## src/rtl/washer_pkg.sv

```systemverilog
// washer_pkg: mode constants and helpers shared by the mode controller,
// the run/countdown stage and the display.
package washer_pkg;

    localparam int unsigned CNT_W = 3;

    typedef enum logic [2:0] {
        shutDownST = 3'd0,
        beginST    = 3'd1,
        setST      = 3'd2,
        runST      = 3'd3,
        errorST    = 3'd4,
        pauseST    = 3'd5,
        finishST   = 3'd6
    } state_e;

    function automatic logic is_alarm(input state_e s);
        return (s == errorST) || (s == finishST);
    endfunction

endpackage

```

## src/rtl/washer_fsm_if.sv

```systemverilog
// washer_fsm_if: mode bus between the controller and the run/countdown stage.
// master = mode controller, slave = run stage / display.
interface washer_fsm_if;
    import washer_pkg::*;

    state_e            state;
    logic              alarm;
    logic              hadFinish;
    logic [CNT_W-1:0]  initTime;
    logic [CNT_W-1:0]  finishTime;

    modport master (
        output state, alarm,
        input  hadFinish, initTime, finishTime
    );

    modport slave (
        input  state, alarm,
        output hadFinish, initTime, finishTime
    );

endinterface

```

## src/rtl/btn_pulse.sv

```systemverilog
// btn_pulse: 2-FF sync, optional debounce (WASHER_DEBOUNCE_EN), rise pulse.
// Without the macro the pulse follows the synchronized level directly.
module btn_pulse #(
    parameter int unsigned DEBOUNCE_CYCLES = 16
) (
    input  logic clk,
    input  logic rst,
    input  logic raw,
    output logic pulse
);

    logic s1, s2, lvl, prv;

    always_ff @(posedge clk or posedge rst) begin
        if (rst) begin
            s1 <= 1'b0;
            s2 <= 1'b0;
        end else begin
            s1 <= raw;
            s2 <= s1;
        end
    end

`ifdef WASHER_DEBOUNCE_EN
    localparam int unsigned CW = $clog2(DEBOUNCE_CYCLES + 1);
    localparam logic [CW-1:0] LAST = CW'(DEBOUNCE_CYCLES - 1);

    logic [CW-1:0] cnt;

    // level flips on the Nth consecutive cycle of disagreement
    always_ff @(posedge clk or posedge rst) begin
        if (rst) begin
            cnt <= '0;
            lvl <= 1'b0;
        end else if (s2 == lvl) begin
            cnt <= '0;
        end else if (cnt == LAST) begin
            cnt <= '0;
            lvl <= s2;
        end else begin
            cnt <= cnt + 1'b1;
        end
    end
`else
    assign lvl = s2;
`endif

    always_ff @(posedge clk or posedge rst) begin
        if (rst) prv <= 1'b0;
        else     prv <= lvl;
    end

    assign pulse = lvl & ~prv;

endmodule

```

## src/rtl/washer_fsm.sv

```systemverilog
// washer_fsm: washing machine mode controller driving the run-stage bus.
// Button debounce is compiled in with WASHER_DEBOUNCE_EN.
module washer_fsm
    import washer_pkg::*;
#(
    parameter int unsigned DEBOUNCE_CYCLES = 16
) (
    input  logic            clk,
    input  logic            rst,
    input  logic            powerBtn,
    input  logic            startBtn,
    input  logic            lidOpen,
    washer_fsm_if.master    bus
);

    logic   pwrP, stP;
    logic   lid1, lidS;
    state_e cur, nxt;
    logic   alarm_q;
    logic   armed, arm_nxt;

    btn_pulse #(.DEBOUNCE_CYCLES(DEBOUNCE_CYCLES)) u_pwr (
        .clk   (clk),
        .rst   (rst),
        .raw   (powerBtn),
        .pulse (pwrP)
    );

    btn_pulse #(.DEBOUNCE_CYCLES(DEBOUNCE_CYCLES)) u_st (
        .clk   (clk),
        .rst   (rst),
        .raw   (startBtn),
        .pulse (stP)
    );

    always_ff @(posedge clk or posedge rst) begin
        if (rst) begin
            lid1 <= 1'b0;
            lidS <= 1'b0;
        end else begin
            lid1 <= lidOpen;
            lidS <= lid1;
        end
    end

    always_ff @(posedge clk or posedge rst) begin
        if (rst) begin
            cur     <= shutDownST;
            alarm_q <= 1'b0;
            armed   <= 1'b0;
        end else begin
            cur     <= nxt;
            alarm_q <= is_alarm(nxt);
            armed   <= arm_nxt;
        end
    end

    always_comb begin
        nxt = cur;
        case (cur)
            shutDownST: if (pwrP) nxt = beginST;
            beginST: begin
                if (pwrP)                        nxt = shutDownST;
                else if (bus.initTime == '0 && armed) nxt = setST;
            end
            setST: begin
                if (pwrP)     nxt = shutDownST;
                else if (stP) nxt = runST;
            end
            runST: begin
                if (pwrP)               nxt = shutDownST;
                else if (lidS)          nxt = errorST;
                else if (bus.hadFinish) nxt = finishST;
                else if (stP)           nxt = pauseST;
            end
            pauseST: begin
                if (pwrP)              nxt = shutDownST;
                else if (stP && !lidS) nxt = runST;
            end
            errorST: begin
                if (pwrP)       nxt = shutDownST;
                else if (!lidS) nxt = pauseST;
            end
            finishST: begin
                if (pwrP)                               nxt = shutDownST;
                else if (bus.finishTime == '0 && armed) nxt = shutDownST;
            end
            default: nxt = shutDownST;
        endcase
    end

    // arming ignores countdown values left over from the previous mode
    always_comb begin
        arm_nxt = armed;
        if (nxt != cur)
            arm_nxt = 1'b0;
        else if (cur == beginST && bus.initTime != '0)
            arm_nxt = 1'b1;
        else if (cur == finishST && bus.finishTime != '0)
            arm_nxt = 1'b1;
    end

    assign bus.state = cur;
    assign bus.alarm = alarm_q;

endmodule

```

## src/flat_wrapper.sv

```systemverilog
// flat-port wrapper written by rule: the top's interface ports become plain ports
module washer_fsm_flat import washer_pkg::*;
#(
    parameter int unsigned DEBOUNCE_CYCLES = 16
)
  (clk, rst, powerBtn, startBtn, lidOpen, bus_state, bus_alarm, bus_hadFinish, bus_initTime, bus_finishTime);
  washer_fsm_if bus_i ();
  input  logic clk;
  input  logic rst;
  input  logic powerBtn;
  input  logic startBtn;
  input  logic lidOpen;
  output wire logic [$bits(bus_i.state)-1:0] bus_state;
  output wire logic [$bits(bus_i.alarm)-1:0] bus_alarm;
  input wire logic [$bits(bus_i.hadFinish)-1:0] bus_hadFinish;
  input wire logic [$bits(bus_i.initTime)-1:0] bus_initTime;
  input wire logic [$bits(bus_i.finishTime)-1:0] bus_finishTime;
  assign bus_state = bus_i.state;
  assign bus_alarm = bus_i.alarm;
  assign bus_i.hadFinish = bus_hadFinish;
  assign bus_i.initTime = bus_initTime;
  assign bus_i.finishTime = bus_finishTime;
  washer_fsm #(.DEBOUNCE_CYCLES(DEBOUNCE_CYCLES)) u_core (.clk(clk), .rst(rst), .powerBtn(powerBtn), .startBtn(startBtn), .lidOpen(lidOpen), .bus(bus_i));
endmodule
```

## config.mk

```make
export PLATFORM = sky130hd
export DESIGN_NAME = washer_fsm_flat
export DESIGN_NICKNAME = d
export VERILOG_FILES = /design/src/rtl/washer_pkg.sv /design/src/rtl/washer_fsm_if.sv /design/src/rtl/btn_pulse.sv /design/src/rtl/washer_fsm.sv /design/src/flat_wrapper.sv
export SDC_FILE = /design/constraint.sdc
export NUM_CORES = 1
export LEC_CHECK = 0
export BUFFER_PORTS_ARGS = -buffer_cell sky130_fd_sc_hd__buf_2
export CORE_UTILIZATION = 49
export DETAILED_ROUTE_END_ITERATION = 8
export PLACE_DENSITY = 0.73
export SLEW_MARGIN = 10
export SYNTH_ARGS = -nofsm -noshare
export SYNTH_HDL_FRONTEND = slang
export SYNTH_SLANG_ARGS = --single-unit
```

## constraint.sdc

```tcl
create_clock -name clk -period 2.2 [get_ports clk]
set_input_delay 0.11 -clock clk [delete_from_list [all_inputs] [get_ports clk]]
set_output_delay 0.11 -clock clk [all_outputs]
set_load 0.02 [all_outputs]
```

==> flow_summary.ini, run 1 <==
[grt]
grt_busiest_layer = met2
grt_remaining_overflow = 0
gr-usage-met1 = 0.259
globalRouteMet3Util = 0.0523
grt_antenna_before_repair = 0
largest_net_degree_at_the_start_of_global_routing = 15
track_usage = 0.203
number_of_global_route_vias_before_repair = 479
first_pass_grt_wire_length_um = 1930
grt_util_met2 = 0.314

[die]
floorplan.io_pins = 16
die-area_um2 = 1460
die_x_um = 38.2
fp.dieH_um = 38.2
initial_utilization = 0.555
rows = 12
floorplan_core_area_um2 = 1160

[route]
drt_drc_violations_left = 0
drt-wirelength-per-cell_um = 12.1
dr.pass1.iters = 4
drt-initial-drc-count = 17
route.final.wire_length_um = 1180
post_drt_via_cell_ratio = 5.74
route.vias.total = 557
postRouteAntennaNets = 0

[critical_path]
critical_path.cell_chain = and3b_1, o21a_1, or4_1, a211oi_1
critical_path.max_fanout = 14
slowest_stage = sky130_fd_sc_hd__dfrtp_1
cp-start-kind = flip-flop
worst-path-buf-inv = 0
timing.critical_path.arrival_ns = 1.93
worst_setup_path_end_kind = flip-flop
path_class = reg -> reg
critPathRequiredTime_ns = 2.39
path_delay_family = simple AND/OR/NAND/NOR gates
crit_path_max_incr_delay_ns = 0.54

[power]
cellLeakagePower_nw = 0.356
vdd_drop_max_uv = 506
power.total_uw = 634
power.density_nw_per_um2 = 809

[synthesis]
syn-instance-count = 62
synth_async_sr_flop_share = 1.00
synth-warning-count = 0
mappedNetlistNets = 74
synth_top_cells_by_area = sky130_fd_sc_hd__dfrtp_1, sky130_fd_sc_hd__o21ai_0, sky130_fd_sc_hd__inv_1
yosys-top-cells-count = sky130_fd_sc_hd__dfrtp_1, sky130_fd_sc_hd__inv_1, sky130_fd_sc_hd__nand2_1, sky130_fd_sc_hd__o21ai_0
syn_area_per_cell_um2 = 10.4
synth_enable_flop_cells = 0
yosysSeqAreaShare = 0.507
netlist_area_um2 = 642
synthDistinctLibCells = 29
synth_seq_cells = 13
synthFlopType = sky130_fd_sc_hd__dfrtp_1
yosys.cell_count.top_type = sky130_fd_sc_hd__dfrtp_1
post-synth-top-area-fraction = 0.507
yosysTopAreaCell = sky130_fd_sc_hd__dfrtp_1

[clock_tree]
tritoncts.num_buffers = 3
clock_insertion_delay_at_the_later_pin_of_the_skew_report_ns = 0.28
clkSlewWorstSetupHoldPaths_ns = 0.08
post_cts.resized_instances = 0
numClockSinks = 13
post_cts_buffers = 0
clock_tree.buffer_depth = 2
tritoncts = yes
holdBufCountCts = 4
clock_tree.htree_level_count = 1
clk_root_buffer_cell = sky130_fd_sc_hd__clkbuf_4

[final_layout]
number_of_nets_in_the_layout = 96
layout-area-overhead-vs-synth_pct = 22.0
antenna_cells = 0
finalInstanceArea_um2 = 783
finalCoreUtilization = 0.677
layout_cell_share_with_drive_strength_beyond_1 = 0.253
layout.cells.non_filler = 97

[timing]
worst_clock_skew_ns = 0.0108
report.final.slew_viol_count = 0
setup_violations = 0
timing.setup.tns_ns = 0
worst_slew_margin_rel = 0.677
setup_repair_after_global_routing_missed_its_margin = false
min_period_ns = 1.73
tightestPinTransition_ns = 0.478
fin_ws_ns = 0.466
final.period_utilization = 0.788
hold_viol_final = 0
hold_slack_final_ns = 0.299
timing.fmax_mhz = 577

[place]
place.detailed.instances = 89
placement.cell_area_um2 = 716
post-dp-hpwl_um = 870
dpl_worst_slack_ns = 0.489
gp_routability_congestion = 0.830
io_buffers = 15

[flow_run]
maxCapViolations = 0

[status]
result_of_the_run = completed

[worst_hold_path]
hold_class = in -> reg
[worst min-delay path, stage by stage]
cell and delay (ns):
sky130_fd_sc_hd__buf_2 0.09, sky130_fd_sc_hd__nor4b_1 0.05, sky130_fd_sc_hd__nand2_1 0.06, sky130_fd_sc_hd__nand3_1 0.09, sky130_fd_sc_hd__a21oi_1 0.13
[registers in the layout, summed over array words and instances (netlist names)]
name,flops
u_core.armed,1
u_core.lidS,1
u_core.bus.state,3
u_core.u_st.prv,1
u_core.u_st.lvl,1
u_core.u_st.s1,1
u_core.lid1,1
u_core.bus.alarm,1
u_core.u_pwr.prv,1
u_core.u_pwr.s1,1
u_core.u_pwr.lvl,1
[where the power goes]
| part | internal [mW] | switching, mW |
|---|---|---|
| clock network | 0.0673 | 0.0761 |
| logic | 0.0892 | 0.0937 |
| registers | 0.265 | 0.0425 |
| total | 0.421 | 0.212 |
[area by class of cell]
| class | count | area (um^2) |
|---|---|---|
| tap | 14 | 17.5 |
| inverter | 5 | 18.8 |
| sequential | 13 | 325 |
| clock buffer | 3 | 22.5 |
| clock inverter | 1 | 5.00 |
| multi-input combinational | 42 | 279 |
| timing repair buffer | 19 | 115 |
| fill | 92 | 373 |
[placed cells by master (no fill, tap or decap), types with 2 or more instances in the layout]
cell type / n
sky130_fd_sc_hd__buf_2: 15
sky130_fd_sc_hd__dfrtp_1: 13
sky130_fd_sc_hd__inv_1: 5
sky130_fd_sc_hd__o21ai_0: 4
sky130_fd_sc_hd__nand2_1: 4
sky130_fd_sc_hd__dlygate4sd3_1: 4
sky130_fd_sc_hd__clkbuf_4: 3
sky130_fd_sc_hd__and3b_1: 2
sky130_fd_sc_hd__nand2b_1: 2
sky130_fd_sc_hd__o31ai_1: 2
sky130_fd_sc_hd__nor2_1: 2
sky130_fd_sc_hd__nor4b_1: 2
sky130_fd_sc_hd__o21a_1: 2
sky130_fd_sc_hd__nor2b_1: 2
sky130_fd_sc_hd__o311ai_0: 2
sky130_fd_sc_hd__nor3b_1: 2
sky130_fd_sc_hd__nor3_1: 2
sky130_fd_sc_hd__a211oi_1: 2
[metal layers]
| metal | part of all wire | wire length, um |
|---|---|---|
| met5 | 0 | 0 |
| met4 | 0.016 | 19 |
| met3 | 0.059 | 70 |
| met2 | 0.47 | 550 |
| met1 | 0.46 | 538 |
[kinds of logic (layout without fill, tap and decap cells)]
| group | Yosys count | in the layout | share of synthesized area |
|---|---|---|---|
| compound gates | 17 | 17 | 0.185 |
| buf+inv | 7 | 28 | 0.0585 |
| flops | 13 | 13 | 0.507 |
| mux | 1 | 1 | 0.0156 |
| simple gates | 24 | 24 | 0.234 |
[path summary, 6_finish.rpt]
path | start | end | depth (start not counted) | slack (ns)
min in group asynchronous | rst | u_core.u_pwr.prv | 3 | 0.38
worst min-delay path | bus_finishTime[0] | u_core.bus.state[2] | 5 | 0.30
worst max-delay path | u_core.bus.state[0] | u_core.armed | 4 | 0.47
worst min register to register | u_core.lid1 | u_core.lidS | 0 | 0.36
max in group asynchronous | rst | u_core.u_st.prv | 3 | 1.50
worst max register to register | u_core.bus.state[0] | u_core.armed | 4 | 0.47
Power figures use the tool's default switching activity.
==> run 2, diff against run 1 <==
--- a/config.mk
+++ b/config.mk
@@ -6,9 +6,9 @@
 export NUM_CORES = 1
 export LEC_CHECK = 0
 export BUFFER_PORTS_ARGS = -buffer_cell sky130_fd_sc_hd__buf_2
-export CORE_UTILIZATION = 49
+export CORE_UTILIZATION = 44
 export DETAILED_ROUTE_END_ITERATION = 8
-export PLACE_DENSITY = 0.73
+export PLACE_DENSITY = 0.7
 export SLEW_MARGIN = 10
 export SYNTH_ARGS = -nofsm -noshare
 export SYNTH_HDL_FRONTEND = slang
==> constraint.sdc (replaced) <==
create_clock -name clk -period 1.55 [get_ports clk]
set_input_delay 0.0775 -clock clk [delete_from_list [all_inputs] [get_ports clk]]
set_output_delay 0.0775 -clock clk [all_outputs]
set_load 0.02 [all_outputs]
==> run 2 against run 1 <==
The flow now finishes with violations (setup timing). Largest power group unchanged. Critical path depth unchanged. Maximum frequency rose by 8.8%. Cell count rose by 5.2%. Clock-buffer cell count increased by 1. Register-to-register slack got worse by 0.51 ns. Global-route usage decreased by 0.44 points.
==> flow_summary.ini, run 2 (synthesis results as in run 1) <==
[status]
result_of_the_run = finished with violations
violated_checks = setup timing

[timing]
worst_clock_skew_ns = 0.00425
fin_ws_ns = -0.0449
report.final.slew_viol_count = 0
setup_violations = 1
timing.fmax_mhz = 627
min_period_ns = 1.59
final.period_utilization = 1.03
worst_slew_margin_rel = 0.678
setup_repair_after_global_routing_missed_its_margin = true
tightestPinTransition_ns = 0.482
hold_viol_final = 0

[critical_path]
regToRegEndpoint = u_core.armed
regToRegSetupSlack_ns = -0.04
worst_setup_path_end_kind = flip-flop
reg2reg_depth = 4
timing.critical_path.arrival_ns = 1.78
critical_path.max_fanout = 5
cp-start-kind = flip-flop
regToRegStartpoint = u_core.bus.state[2]
critPathRequiredTime_ns = 1.73
path_class = reg -> reg

[final_layout]
number_of_nets_in_the_layout = 100
mostFrequentLayoutCells = sky130_fd_sc_hd__buf_2, sky130_fd_sc_hd__dfrtp_1, sky130_fd_sc_hd__inv_1
antenna_cells = 0
largest_reg_flops = 3
layout_cell_share_with_drive_strength_beyond_1 = 0.333
most_common_cell_after_layout_fill_and_taps_aside = sky130_fd_sc_hd__buf_2
finalCoreUtilization = 0.628
layout-area-overhead-vs-synth_pct = 30.4

[route]
drt-wirelength-per-cell_um = 12.8
route.final.wire_length_um = 1310
route.vias.total = 571
drt-initial-drc-count = 9
dr.pass1.iters = 4
drt_drc_violations_left = 0
post_drt_via_cell_ratio = 5.60
postRouteAntennaNets = 0

[die]
fp.dieH_um = 40.2
floorplan.io_pins = 16
die-area_um2 = 1620
floorplan_core_area_um2 = 1330
initial_utilization = 0.481
die_x_um = 40.2
rows = 13

[grt]
grt_antenna_before_repair = 0
grt_remaining_overflow = 0
track_usage = 0.198
number_of_global_route_vias_before_repair = 519
largest_net_degree_at_the_start_of_global_routing = 14
first_pass_grt_wire_length_um = 2080

[power]
vdd_drop_max_uv = 568
cellLeakagePower_nw = 0.376
power.total_uw = 948
power.density_nw_per_um2 = 1130

[clock_tree]
clock_tree.htree_level_count = 1
tritoncts = yes
clock_insertion_delay_at_the_later_pin_of_the_skew_report_ns = 0.26
tritoncts.num_buffers = 3
clkSlewWorstSetupHoldPaths_ns = 0.07
clk_root_buffer_cell = sky130_fd_sc_hd__clkbuf_4
numClockSinks = 13
clock_tree.buffer_depth = 2

[worst_hold_path]
min_delay_path_depth = 4
hold_end = u_core.armed
hold_class = in -> reg
hold_path_startpoint = bus_hadFinish

[place]
post-dp-hpwl_um = 908
io_buffers = 15
gp_routability_congestion = 0.795

[flow_run]
maxCapViolations = 0
## run 2: cell types whose count changed in the layout (fill, tap and decap cells not counted), sizes merged
cell,delta
clkinv,-1
buf,+4
clkbuf,+1
## run 2: final cells by class
class	count	area, um^2
inverters	5	18.8
flip-flops and latches	13	327
multi-input cells	42	302
clock buffers	4	26.3
fillers	117	497
well taps	15	18.8
repair buffers	23	145
## run 2: power breakdown
part | switching [mW] | internal (mW) | leakage, nW
clock network | 0.0963 | 0.0994 | 0.0150
registers | 0.0341 | 0.377 | 0.159
logic | 0.178 | 0.163 | 0.202
total | 0.309 | 0.639 | 0.376
## run 2: timing repair
action / CTS / global route
setup buffers: 1 / 0
hold buffers: 4 / 0
pin swaps: 0 / 0
endpoints found under the hold margin: 16 / 0
endpoints found under the setup margin: 1 / 3
resized for setup: 1 / 4
## run 2: metal layers
| metal | up-vias | global-route usage | share of wire |
|---|---|---|---|
| met4 | 0 | 0.0750 | 0.011 |
| met1 | 270 | 0.213 | 0.47 |
| li1 | 283 | - | - |
| met5 | - | 0 | 0 |
| met2 | 16 | 0.351 | 0.48 |
| met3 | 2 | 0.0722 | 0.044 |
## run 2: how the worst max path moves through the flow
stage                              end           startpoint  slack, ns
after floorplan           u_core.armed  u_core.bus.state[2]      -0.10
after global placement    u_core.armed  u_core.bus.state[2]       0.02
after detailed placement  u_core.armed  u_core.bus.state[2]      -0.01
after CTS                 u_core.armed  u_core.bus.state[2]      -0.01
after global routing      u_core.armed  u_core.bus.state[2]      -0.09
final                     u_core.armed  u_core.bus.state[2]      -0.04
## run 2: critical path: stages (launching register included)
cell	delay [ns]
sky130_fd_sc_hd__dfrtp_2	0.44
sky130_fd_sc_hd__and3b_1	0.21
sky130_fd_sc_hd__o21a_1	0.20
sky130_fd_sc_hd__or4_1	0.49
sky130_fd_sc_hd__a211oi_2	0.19
## run 2: stage by stage
step	hold WS, ns	TNS [ns]	setup slack, ns	area, um^2	std cells
2_1_floorplan	-0.0456	-0.102	-0.102	643	62
4_1_cts	0.288	-0.0106	-0.0106	820	102
3_3_place_gp	0.108	0	0.0150	741	93
6_report	0.301	-0.0449	-0.0449	837	102
3_5_place_dp	0.117	-0.0143	-0.0143	741	93
5_1_grt	0.314	-0.0867	-0.0867	837	102
==> run 3, diff against run 2 <==
--- a/config.mk
+++ b/config.mk
@@ -6,9 +6,10 @@
 export NUM_CORES = 1
 export LEC_CHECK = 0
 export BUFFER_PORTS_ARGS = -buffer_cell sky130_fd_sc_hd__buf_2
-export CORE_UTILIZATION = 44
+export CORE_AREA = 2 2 39 41
 export DETAILED_ROUTE_END_ITERATION = 8
-export PLACE_DENSITY = 0.7
+export DIE_AREA = 0 0 41 43
+export PLACE_DENSITY = 0.72
 export SLEW_MARGIN = 10
 export SYNTH_ARGS = -nofsm -noshare
 export SYNTH_HDL_FRONTEND = slang
==> constraint.sdc (replaced) <==
create_clock -name clk -period 2 [get_ports clk]
set_input_delay 0.1 -clock clk [delete_from_list [all_inputs] [get_ports clk]]
set_output_delay 0.1 -clock clk [all_outputs]
set_load 0.02 [all_outputs]
==> run 3 against run 2 <==
The run now ends clean. Clock skew down 0.0032 ns. Clock power decreased by 23%. Die area is 9.1% higher. Clock-buffer cell count stayed put. Largest power group unchanged.
==> flow_summary.ini, run 3 (synthesis results as in run 1) <==
[status]
result_of_the_run = completed

[timing]
hold_viol_final = 0
worst_slew_margin_rel = 0.687
tightestPinTransition_ns = 0.470
report.final.slew_viol_count = 0
final.period_utilization = 0.889
min_period_ns = 1.78
timing.setup.tns_ns = 0
worst_clock_skew_ns = 0.00109
timing.fmax_mhz = 563
setup_violations = 0
setup_repair_after_global_routing_missed_its_margin = false

[grt]
first_pass_grt_wire_length_um = 2170
globalRouteMet3Util = 0.0471
number_of_global_route_vias_before_repair = 555
grt_busiest_layer = met2
grt_util_met2 = 0.294
gr-usage-met1 = 0.228
grt_antenna_before_repair = 0
track_usage = 0.186
grt_remaining_overflow = 0
largest_net_degree_at_the_start_of_global_routing = 15

[critical_path]
worst_setup_path_startpoint = u_core.bus.state[0]
timing.critical_path.arrival_ns = 1.94
critPathRequiredTime_ns = 2.17
regToRegStartpoint = u_core.bus.state[0]
path_class = reg -> reg
critical_path.max_fanout = 14
worst_setup_path_end_kind = flip-flop
cp-start-kind = flip-flop

[clock_tree]
tritoncts = yes
clock_tree.buffer_depth = 2
post_cts.resized_instances = 0
clock_insertion_delay_at_the_later_pin_of_the_skew_report_ns = 0.26
clk_root_buffer_cell = sky130_fd_sc_hd__clkbuf_4
post_cts_buffers = 0
clock_tree.htree_level_count = 1
tritoncts.num_buffers = 3
numClockSinks = 13
clkSlewWorstSetupHoldPaths_ns = 0.07

[route]
postRouteAntennaNets = 0
dr.pass1.iters = 3
route.vias.total = 548
post_drt_via_cell_ratio = 5.54
drt-wirelength-per-cell_um = 12.4
drt_drc_violations_left = 0
route.final.wire_length_um = 1220
drt-initial-drc-count = 12

[place]
gp_routability_congestion = 0.795
placement.cell_area_um2 = 718
post-dp-hpwl_um = 942
place.detailed.instances = 91
io_buffers = 15

[final_layout]
layout.cells.non_filler = 99
number_of_nets_in_the_layout = 96
layout_cell_share_with_drive_strength_beyond_1 = 0.241
antenna_cells = 0
mostFrequentLayoutCells = sky130_fd_sc_hd__buf_2, sky130_fd_sc_hd__dfrtp_1, sky130_fd_sc_hd__inv_1
finalInstanceArea_um2 = 785
most_common_cell_after_layout_fill_and_taps_aside = sky130_fd_sc_hd__buf_2
layout-area-overhead-vs-synth_pct = 22.2
largest_reg_flops = 3

[power]
power.total_uw = 688
cellLeakagePower_nw = 0.353
power.density_nw_per_um2 = 877
vdd_drop_max_uv = 416

[die]
rows = 14
floorplan.io_pins = 16
floorplan_core_area_um2 = 1380
die-area_um2 = 1760
die_x_um = 41
initial_utilization = 0.464
fp.dieH_um = 43

[worst_hold_path]
hold_class = in -> reg
hold_path_startpoint = bus_finishTime[0]

[flow_run]
maxCapViolations = 0
## run 3: final timing paths
| path | endpoint | slack, ns | cells after the start |
|---|---|---|---|
| worst max-delay path | u_core.armed | 0.22 | 4 |
| worst min register to register | u_core.u_st.lvl | 0.35 | 0 |
| max in group asynchronous | u_core.bus.state[2] | 1.29 | 3 |
| worst max register to register | u_core.armed | 0.22 | 4 |
| min in group asynchronous | u_core.lid1 | 0.40 | 3 |
| worst min-delay path | u_core.bus.state[2] | 0.31 | 5 |
## run 3: metrics by stage
stage | setup slack, ns | util | hold slack (ns)
after global placement | 0.336 | 0.519 | 0.140
after CTS | 0.221 | 0.567 | 0.308
after detailed placement | 0.230 | 0.519 | 0.139
after global routing | 0.148 | 0.567 | 0.320
after floorplan | 0.297 | - | -0.0230
final | 0.222 | 0.567 | 0.313
## run 3: area by class of cell
cell class / instances / area [um^2]
Fill cell: 137 / 599
Sequential cell: 13 / 325
Multi-Input combinational cell: 42 / 279
Timing Repair Buffer: 19 / 115
Clock buffer: 4 / 26.3
Tap cell: 16 / 20.0
Inverter: 5 / 18.8
## run 3: where the power goes
part / switching, mW / internal (mW) / total (mW)
Clock: 0.0744 / 0.0770 / 0.151
Combinational: 0.0990 / 0.0982 / 0.197
Sequential: 0.0483 / 0.291 / 0.340
## run 3: worst max-delay path: stages, from the launching register on
cell and delay (ns):
sky130_fd_sc_hd__dfrtp_1 0.54, sky130_fd_sc_hd__and3b_1 0.23, sky130_fd_sc_hd__o21a_1 0.19, sky130_fd_sc_hd__or4_1 0.46
sky130_fd_sc_hd__a211oi_1 0.27
## run 3: routing by layer
layer  up-vias  wire [um]
li1        273          -
met1       266        530
met2         7        637
met3         2         38
met4         0         17
met5         -          0
## run 3: repair_timing
item                                    CTS  global route
hold buffers                              4             0
endpoints found under the hold margin    16             0
endpoints found under the setup margin    0             0
